File: src/rtl/axil4_master_wr_ctrl.sv
// AXI-Lite write-path master adapter: AW/W/B FIFOs, outstanding-write cap, BRESP error count.
// Optional macro AXIL_WR_TIMEOUT_EN adds a stalled-response watchdog (timeout_err tied low otherwise).

module axil4_wr_fifo #(
   parameter int WIDTH = 8,
   parameter int DEPTH = 2
) (
   input  logic             aclk,
   input  logic             areset,
   input  logic [WIDTH-1:0] in_data,
   input  logic             in_valid,
   output logic             in_ready,
   output logic [WIDTH-1:0] out_data,
   output logic             out_valid,
   input  logic             out_ready
);
   localparam int PW = $clog2(DEPTH);
   localparam int CW = $clog2(DEPTH + 1);

   logic [WIDTH-1:0] mem_q [DEPTH];
   logic [PW-1:0]    wr_ptr_q;
   logic [PW-1:0]    rd_ptr_q;
   logic [CW-1:0]    count_q;
   logic             push;
   logic             pop;

   assign in_ready  = (count_q < CW'(DEPTH));
   assign out_valid = (count_q != '0);
   assign out_data  = mem_q[rd_ptr_q];
   assign push      = in_valid & in_ready;
   assign pop       = out_valid & out_ready;

   // DEPTH is a power of two, so the pointers wrap on their own
   always_ff @(posedge aclk) begin
      if (areset) begin
         wr_ptr_q <= '0;
         rd_ptr_q <= '0;
         count_q  <= '0;
      end else begin
         if (push) wr_ptr_q <= wr_ptr_q + PW'(1);
         if (pop)  rd_ptr_q <= rd_ptr_q + PW'(1);
         if (push && !pop)      count_q <= count_q + CW'(1);
         else if (pop && !push) count_q <= count_q - CW'(1);
      end
   end

   always_ff @(posedge aclk) begin
      if (push) mem_q[wr_ptr_q] <= in_data;
   end
endmodule

module axil4_master_wr_ctrl #(
   parameter int AXIL_ADDR_WIDTH = 32,
   parameter int AXIL_DATA_WIDTH = 32,
   parameter int SKID_DEPTH_AW   = 2,
   parameter int SKID_DEPTH_W    = 2,
   parameter int SKID_DEPTH_B    = 2,
   parameter int MAX_OUTSTANDING = 4,
   parameter int TIMEOUT_CYCLES  = 1024,
   parameter int ERR_CNT_WIDTH   = 16
) (
   input  logic                         aclk,
   input  logic                         areset,
   input  logic [AXIL_ADDR_WIDTH-1:0]   fub_awaddr,
   input  logic [2:0]                   fub_awprot,
   input  logic                         fub_awvalid,
   output logic                         fub_awready,
   input  logic [AXIL_DATA_WIDTH-1:0]   fub_wdata,
   input  logic [AXIL_DATA_WIDTH/8-1:0] fub_wstrb,
   input  logic                         fub_wvalid,
   output logic                         fub_wready,
   output logic [1:0]                   fub_bresp,
   output logic                         fub_bvalid,
   input  logic                         fub_bready,
   output logic [AXIL_ADDR_WIDTH-1:0]   m_axil_awaddr,
   output logic [2:0]                   m_axil_awprot,
   output logic                         m_axil_awvalid,
   input  logic                         m_axil_awready,
   output logic [AXIL_DATA_WIDTH-1:0]   m_axil_wdata,
   output logic [AXIL_DATA_WIDTH/8-1:0] m_axil_wstrb,
   output logic                         m_axil_wvalid,
   input  logic                         m_axil_wready,
   input  logic [1:0]                   m_axil_bresp,
   input  logic                         m_axil_bvalid,
   output logic                         m_axil_bready,
   output logic [3:0]                   outstanding,
   output logic [ERR_CNT_WIDTH-1:0]     err_count,
   output logic                         timeout_err,
   input  logic                         err_clear,
   output logic                         busy
);
   localparam int AWW = AXIL_ADDR_WIDTH + 3;
   localparam int WW  = AXIL_DATA_WIDTH + AXIL_DATA_WIDTH / 8;

   logic [AWW-1:0]           aw_head;
   logic                     aw_nempty;
   logic [WW-1:0]            w_head;
   logic                     b_nempty;
   logic                     cap_ok;
   logic                     aw_hs;
   logic                     b_hs;
   logic [3:0]               outstanding_q, outstanding_d;
   logic [ERR_CNT_WIDTH-1:0] err_q, err_d;

   assign cap_ok         = (outstanding_q < 4'(MAX_OUTSTANDING));
   assign m_axil_awvalid = aw_nempty & cap_ok;
   assign aw_hs          = m_axil_awvalid & m_axil_awready;
   assign b_hs           = m_axil_bvalid & m_axil_bready;
   assign {m_axil_awprot, m_axil_awaddr} = aw_head;
   assign {m_axil_wstrb, m_axil_wdata}   = w_head;

   axil4_wr_fifo #(.WIDTH(AWW), .DEPTH(SKID_DEPTH_AW)) u_aw_fifo (
      .aclk      (aclk),
      .areset    (areset),
      .in_data   ({fub_awprot, fub_awaddr}),
      .in_valid  (fub_awvalid),
      .in_ready  (fub_awready),
      .out_data  (aw_head),
      .out_valid (aw_nempty),
      .out_ready (m_axil_awready & cap_ok)
   );

   axil4_wr_fifo #(.WIDTH(WW), .DEPTH(SKID_DEPTH_W)) u_w_fifo (
      .aclk      (aclk),
      .areset    (areset),
      .in_data   ({fub_wstrb, fub_wdata}),
      .in_valid  (fub_wvalid),
      .in_ready  (fub_wready),
      .out_data  (w_head),
      .out_valid (m_axil_wvalid),
      .out_ready (m_axil_wready)
   );

   axil4_wr_fifo #(.WIDTH(2), .DEPTH(SKID_DEPTH_B)) u_b_fifo (
      .aclk      (aclk),
      .areset    (areset),
      .in_data   (m_axil_bresp),
      .in_valid  (m_axil_bvalid),
      .in_ready  (m_axil_bready),
      .out_data  (fub_bresp),
      .out_valid (b_nempty),
      .out_ready (fub_bready)
   );
   assign fub_bvalid = b_nempty;

   // A B handshake with nothing outstanding is a protocol violation; hold at zero
   always_comb begin
      outstanding_d = outstanding_q;
      if (aw_hs && !b_hs)
         outstanding_d = outstanding_q + 4'd1;
      else if (b_hs && !aw_hs && (outstanding_q != 4'd0))
         outstanding_d = outstanding_q - 4'd1;
   end

   always_comb begin
      err_d = err_q;
      if (err_clear)
         err_d = '0;
      else if (b_hs && (m_axil_bresp != 2'b00) && (err_q != '1))
         err_d = err_q + ERR_CNT_WIDTH'(1);
   end

   always_ff @(posedge aclk) begin
      if (areset) begin
         outstanding_q <= '0;
         err_q         <= '0;
      end else begin
         outstanding_q <= outstanding_d;
         err_q         <= err_d;
      end
   end

`ifdef AXIL_WR_TIMEOUT_EN
   localparam int WDW = (TIMEOUT_CYCLES > 2) ? $clog2(TIMEOUT_CYCLES) : 1;

   logic [WDW-1:0] wdog_q, wdog_d;
   logic           timeout_q, timeout_d;

   // Counter restarts after firing so a cleared flag needs a full fresh stall to set again
   always_comb begin
      wdog_d    = wdog_q;
      timeout_d = timeout_q;
      if ((outstanding_q == 4'd0) || b_hs) begin
         wdog_d = '0;
      end else if (wdog_q == WDW'(TIMEOUT_CYCLES - 1)) begin
         wdog_d    = '0;
         timeout_d = 1'b1;
      end else begin
         wdog_d = wdog_q + WDW'(1);
      end
      if (err_clear) timeout_d = 1'b0;
   end

   always_ff @(posedge aclk) begin
      if (areset) begin
         wdog_q    <= '0;
         timeout_q <= 1'b0;
      end else begin
         wdog_q    <= wdog_d;
         timeout_q <= timeout_d;
      end
   end

   assign timeout_err = timeout_q;
`else
   assign timeout_err = 1'b0;
`endif

   assign outstanding = outstanding_q;
   assign err_count   = err_q;
   assign busy        = aw_nempty | m_axil_wvalid | b_nempty | (outstanding_q != 4'd0)
                      | fub_awvalid | fub_wvalid | m_axil_bvalid;
endmodule

File: config.mk
export PLATFORM = sky130hd
export DESIGN_NAME = axil4_master_wr_ctrl
export DESIGN_NICKNAME = d
export VERILOG_FILES = /design/src/rtl/axil4_master_wr_ctrl.sv
export SDC_FILE = /design/constraint.sdc
export NUM_CORES = 1
export LEC_CHECK = 0
export ABC_AREA = 1
export CORE_MARGIN = 4
export CORE_UTILIZATION = 44
export DETAILED_ROUTE_END_ITERATION = 8
export PLACE_DENSITY = 0.87
export SLEW_MARGIN = 20
export SYNTH_ARGS = -nofsm -noshare
export SYNTH_HDL_FRONTEND = slang
export SYNTH_SLANG_ARGS = --single-unit
File: constraint.sdc
create_clock -name aclk -period 2.5 [get_ports aclk]
set_input_delay 0.25 -clock aclk [delete_from_list [all_inputs] [get_ports aclk]]
set_output_delay 0.25 -clock aclk [all_outputs]
set_load 0.01 [all_outputs]
# ---- After elaboration in Yosys (flattened, before gate mapping)
# Memories as Yosys holds them, arrays and structs flattened. A register that Yosys moved wholly into a read port is not among the register bits.
# Index checks and enable logic that the tools add are counted.
dict set report word_totals {
  mem_count 3
  input_bits 82
  reg_bits 32
  ramBits 146
  word_cells 97
  out_inout_bits 101
}
# memory words word_bits read_ports rd_clocked_by_memory_dff wr line
set memory_table {}
lappend memory_table {u_w_fifo.mem_q 2 36 1 1 1 20} ;# logic [WIDTH-1:0] mem_q [DEPTH];
lappend memory_table {u_aw_fifo.mem_q 2 35 1 1 1 20}
lappend memory_table {u_b_fifo.mem_q 2 2 1 1 1 20}
dict set report op_classes {
  n_addsub 15
  eq_ne 1
  bitwise 15
  muxes 20
  order_cmp 4
  n_reduce_logical 28
}
# operator count
set op_table {}
lappend op_table {{$add A16 B1 Y16 const B} 1}
lappend op_table {{$ne A16 B16 Y1 const B} 1}
lappend op_table {{$reduce_bool A2 Y1} 8}
lappend op_table {{$mux W1} 12}
lappend op_table {{$mux W2} 6}
lappend op_table {{$logic_and A1 B1 Y1} 11}
lappend op_table {{$and A1 B1 Y1} 9}
lappend op_table {{$mux W4} 2}
lappend op_table {{$logic_not A1 Y1} 7}
lappend op_table {{$add A1 B1 Y1 const B} 6}
lappend op_table {{$add A2 B1 Y2 const B} 3}
lappend op_table {{$lt A2 B2 Y1 const B} 3}
lappend op_table {{$or A1 B1 Y1} 6}
lappend op_table {{$sub A2 B1 Y2 const B} 3}
lappend op_table {{$add A4 B1 Y4 const B} 1}
lappend op_table {{$lt A4 B3 Y1 const B} 1}
lappend op_table {{$reduce_bool A4 Y1} 1}
lappend op_table {{$sub A4 B1 Y4 const B} 1}
lappend op_table {{$reduce_or A2 Y1} 1}

# ---- Longest topological paths before layout
dict set report logic_depth {
  ltp_word 8
  mapped_depth 12
  ltp_nobuf 12
}

# ---- Hierarchy
# From an unflattened synthesis, not the netlist that was laid out.
dict set report unflattened {
  hier_cells 526
  hier_area_um2 7669.9
}
# mod n_inst cells_each seq_area_each_um2 area_each_um2
set modules_own_cells {}
lappend modules_own_cells {{axil4_wr_fifo at u_w_fifo} 1 147 2262.2 2982.9}
lappend modules_own_cells {{axil4_wr_fifo at u_aw_fifo} 1 144 2202.1 2911.5}
lappend modules_own_cells {axil4_master_wr_ctrl 1 194 400.4 1391.3}
lappend modules_own_cells {{axil4_wr_fifo at u_b_fifo} 1 41 220.2 384.1}

# ---- Worst setup path before layout
# OpenSTA, ideal clock, no wires.
dict set report synth_path {
  path_kind {register to register}
  startpoint {register u_w_fifo.count_q[1]}
  endpoint {memory u_w_fifo.mem_q[1][0] (netlist bit), enable pin}
  arrival_time_ns 2.077
  path_buffers 0
  slack_ns -0.008
  setup_time_ns 0.431
  stages_incl_launch_ff 4
  period_less_slack_ns 2.508
  required_time_ns 2.069
  path_cell_list {dfxtp_1 -> inv_1 -> nand2_1 -> nor2_1}
}
dict set report synth_via {
  elab_chain_len 4
}
# item line
set synth_rtl {}
lappend synth_rtl {{start, declared} 23} ;# logic [CW-1:0] count_q;
lappend synth_rtl {{start signal, assigned} 42} ;# if (push && !pop) count_q <= count_q + CW'(1);
lappend synth_rtl {{start signal, assigned} 43} ;# else if (pop && !push) count_q <= count_q - CW'(1);
lappend synth_rtl {{$lt A2 B2 Y1} 27} ;# assign in_ready = (count_q < CW'(DEPTH));
lappend synth_rtl {{via fub_wready} 71} ;# output logic fub_wready,
lappend synth_rtl {{$and A1 B1 Y1} 30} ;# assign push = in_valid & in_ready;
lappend synth_rtl {{$mux W1} 48} ;# if (push) mem_q[wr_ptr_q] <= in_data;
lappend synth_rtl {{$mux W1 (implied by the code)} 48}
lappend synth_rtl {{end, declared} 20}
# The timed path passes the listed nets, and every way through them passes these cells.

==> results.txt <==
The actual slew at the worst max-slew pin came out at 598.4 ps. The total number of vias is approximately 4,600. The clock skew after layout is roughly 11 ps. The clock period minus final worst setup slack came out at 2331 ps. The post-cts repair resize count came out at 0.

On the critical path, the stage with the largest delay is an instance of clkdlybuf4s50_1. Leaving out filler cells and counting taps, the final layout contains 927. The number of flops mapped to enable cells by yosys is between 100 and 150. The number of CTS-inserted buffers is 17. The required time of the critical path is 2250 ps. The min-delay analysis places its worst path in the category in2reg. The clock transition at the register clock pins on the worst setup and hold paths after CTS came out at 70 ps. The horizontal extent of the die came out at 135.7 um. The share of the synthesized netlist area taken by xor and xnor gates came out at 0.009773. The first global-routing pass estimated around 25 mm of wire. For this run, the total global-route usage over all layers was measured as 0.1759. The largest driver fanout on the critical path came out at 35. The number of instances in the placed design came out at 896. The count of nets left with antenna violations once routing finished came out at 0.

Input and output buffers added on the ports amount to 181. The total area inside the core boundary comes to 15,940 um2. The type of the worst setup path is reg2out. The number of antenna violations at the first check in global routing is 0.

After synthesis, the largest family of logic cells by area is multiplexers. The via count of the first global-routing pass came out at roughly 4,800. The count of endpoints failing setup in the final report is 0.

The number of distinct library cells after synthesis is 29. Relative to the synthesized area, the layout overhead comes to 37.70%. The HPWL after detailed placement is 11.37 mm. The fraction of post-synthesis cell area in the top cell type by area is 0.6115. After detailed routing, the number of remaining DRC violations is 0. The run finished with clean final reports. In this run the deepest clock path goes through 2 buffers. In this run the power density over the cells is approximately 1000 nW/um2. The critical path data arrival time is 2080 ps.

The static leakage came out at roughly 3.4 nW. For this run, the number of Yosys warnings is 0. The final-report max-slew violation count is 0. The count of maximum capacitance violations is 0. The cell sitting at the root of the clock tree is a clkbuf_16. TritonCTS built the clock tree. Summing internal, switching and leakage power gives 9.650 mW. The synthesized netlist net count is 595. Counting flops with an async set or reset pin after synthesis yields a share of 0.

The final sum of negative setup slack came out at 0 ps. The count of pins on the block boundary is 183. The mapped netlist covers a little over 7000 um2. The area of all placed cells without fillers is 9872 um2. The effective utilization at floorplan is 0.4497. The count of inserted antenna diode cells is 0. The clock net sink count is between 150 and 200. The detailed-router iteration count before antenna repair is 5.

For this run, the top clock speed supported by timing is 0.4289 GHz. The worst setup path is launched from a flip-flop. The proportion of synthesized chip area in sequential cells is 0.7092. The final RePlAce weighted congestion is 0.8782. VDD sags by at most 0.0004857 V. Of the post-synthesis cell area, the part taken by muxes is 0.1147. The clock tree synthesis step divided the H-tree into 4 levels. The overflow left after global routing came out at 0.

The buffering stage count on the worst path with inverters included is 2. The most common cell in the netlist is edfxtp_1. The post-synthesis adder-cell area fraction is 0.01326. Walking the worst path, the cells encountered are buf_4 -> mux2_2 -> clkdlybuf4s50_1. The gate family responsible for the most delay along the worst path is buffers and inverters.

The clock reaches the later pin of the worst-skew pair after 410 ps. The maximum cell stage delay along the critical path came out at 510 ps. The first routing iteration left 279 violations. By area the synthesized netlist is led by edfxtp_1 (61%), mux2_2 (11%), dfxtp_1 (9.8%), nand2_1 (3.6%), nor2_1 (2.1%). The post-placement cell area is 9285 um2.

The die is 135.7 um tall. In the synthesized netlist the dominant register cell turns out to be edfxtp_1. By count the netlist is led by edfxtp_1 (146), mux2_2 (73), nand2_1 (68), nor2_1 (41), dfxtp_1 (35). Of the available clock period, the critical path in the final layout requires 0.9325. The final core utilization is 0.6192. After floorplanning, the core was divided into 46 placement rows. edfxtp_1 takes more of the synthesized area than any other cell.

Measured against its own limit, the worst slew margin works out to 0.6006. The total wirelength of the detailed-routed design came out at 16.23 mm. The number of nets in the layout came out at 788. The synthesized instance count came out at 506. Setup repair after global routing left no endpoint under its margin. The simple-gate share of the synthesized area is 0.08604.

The number of hold-slack violations in the final timing report came out at 0. The synthesized design contains between 150 and 200 register bits. Post-CTS timing repair inserted 0 buffers for setup. The full die area came out at ~18,000 um2. The complex-gate fraction of the synthesized area came to 0.03892. Dividing the detail-routed via count by the number of cells gives 4.998. The endpoint class of the critical path is an output pin. The average size of a mapped cell is 14.17 um2. The pin count of the biggest net entering global routing came out at 37. Of the cells placed in the final design, the portion with a size suffix greater than 1 is 0.1913. The count of hold buffers inserted by post-cts repair is 0. In the final routed layout, each cell accounts on average for about 18 um.
==> stage by stage <==
| stage | worst slack, ps | hold slack, ps |
|---|---|---|
| final | 168.7 | 413.3 |
| after global routing | 57.65 | 397.0 |
| after floorplan | 8.130 | 348.9 |
| after global placement | 368.9 | 456.2 |
| after CTS | 126.3 | 384.4 |
| after detailed placement | 207.1 | 472.5 |
==> flip-flops by register name, summed over array words and instances (netlist names), named ones only <==
name / count
u_b_fifo.wr_ptr_q: 1
u_aw_fifo.count_q: 2
u_b_fifo.rd_ptr_q: 1
u_aw_fifo.wr_ptr_q: 1
u_w_fifo.mem_q: 72
u_w_fifo.wr_ptr_q: 1
u_aw_fifo.mem_q: 70
err_count: 16
u_b_fifo.count_q: 2
outstanding: 4
u_w_fifo.count_q: 2
u_w_fifo.rd_ptr_q: 1
u_aw_fifo.rd_ptr_q: 1
u_b_fifo.mem_q: 4
==> cell usage in the layout (no fill, tap or decap), types with 3 or more instances in the layout <==
master,count
clkdlybuf4s50_1,181
edfxtp_1,146
mux2_2,73
nand2_1,68
nor2_1,37
dfxtp_1,35
inv_1,31
a21oi_1,19
clkbuf_16,17
o21ai_0,16
nand3_1,13
a21oi_2,10
nand4_1,8
nor2_4,6
ha_1,6
inv_6,5
buf_4,5
xnor2_1,4
xor2_1,4
nand2_2,3
nor3_1,3
==> report_power, final <==
| part | switching [mW] | internal, mW |
|---|---|---|
| registers | 0.174 | 3.81 |
| logic | 1.50 | 1.57 |
| clock network | 1.18 | 1.42 |
==> layout make-up <==
| cell class | count | area, um2 |
|---|---|---|
| Tap cell | 216 | 270.3 |
| Multi-Input combinational cell | 278 | 1917 |
| Clock buffer | 17 | 425.4 |
| Timing Repair Buffer | 188 | 1889 |
| Clock inverter | 14 | 161.4 |
| Sequential cell | 181 | 5085 |
| Inverter | 33 | 123.9 |
| Fill cell | 1152 | 6071 |
==> final timing paths <==
path	from	end	slack, ps	cells past startpoint
worst max-delay path	flip-flop	m_axil_awaddr[9]	170	3
worst min-delay path	fub_awaddr[3]	u_aw_fifo.mem_q[1][3]	410	1
worst max register to register	outstanding[3]	outstanding[3]	320	10
worst min register to register	u_b_fifo.rd_ptr_q	u_b_fifo.rd_ptr_q	490	2
==> logic make-up (layout without fill, tap and decap cells) <==
group	Yosys count	in the layout
AO/OA/AOI/OAI	46	46
XOR/XNOR	8	8
adder cells (fa/ha/maj)	7	7
buffers and inverters	47	252
flip-flops	181	181
multiplexers	73	73
other	1	1
AND/OR/NAND/NOR	143	143
==> worst reg2reg max path, cell delays in order (launching register included) <==
cell	delay (ps)
dfxtp_1	350
nor2_1	190
inv_1	60
nor2_1	120
nand3_1	220
ha_1	400
and3_1	210
o21ai_0	270
nand3_1	130
nand2_1	80
nor2_1	50
==> routing by layer <==
layer,vias up,part of all wire,global-route usage
met4,0,0.020,0.06159
li1,2196,-,-
met1,2231,0.40,0.2107
met3,28,0.067,0.04458
met2,178,0.51,0.3084
met5,-,0,0
Power figures use the tool's default switching activity.
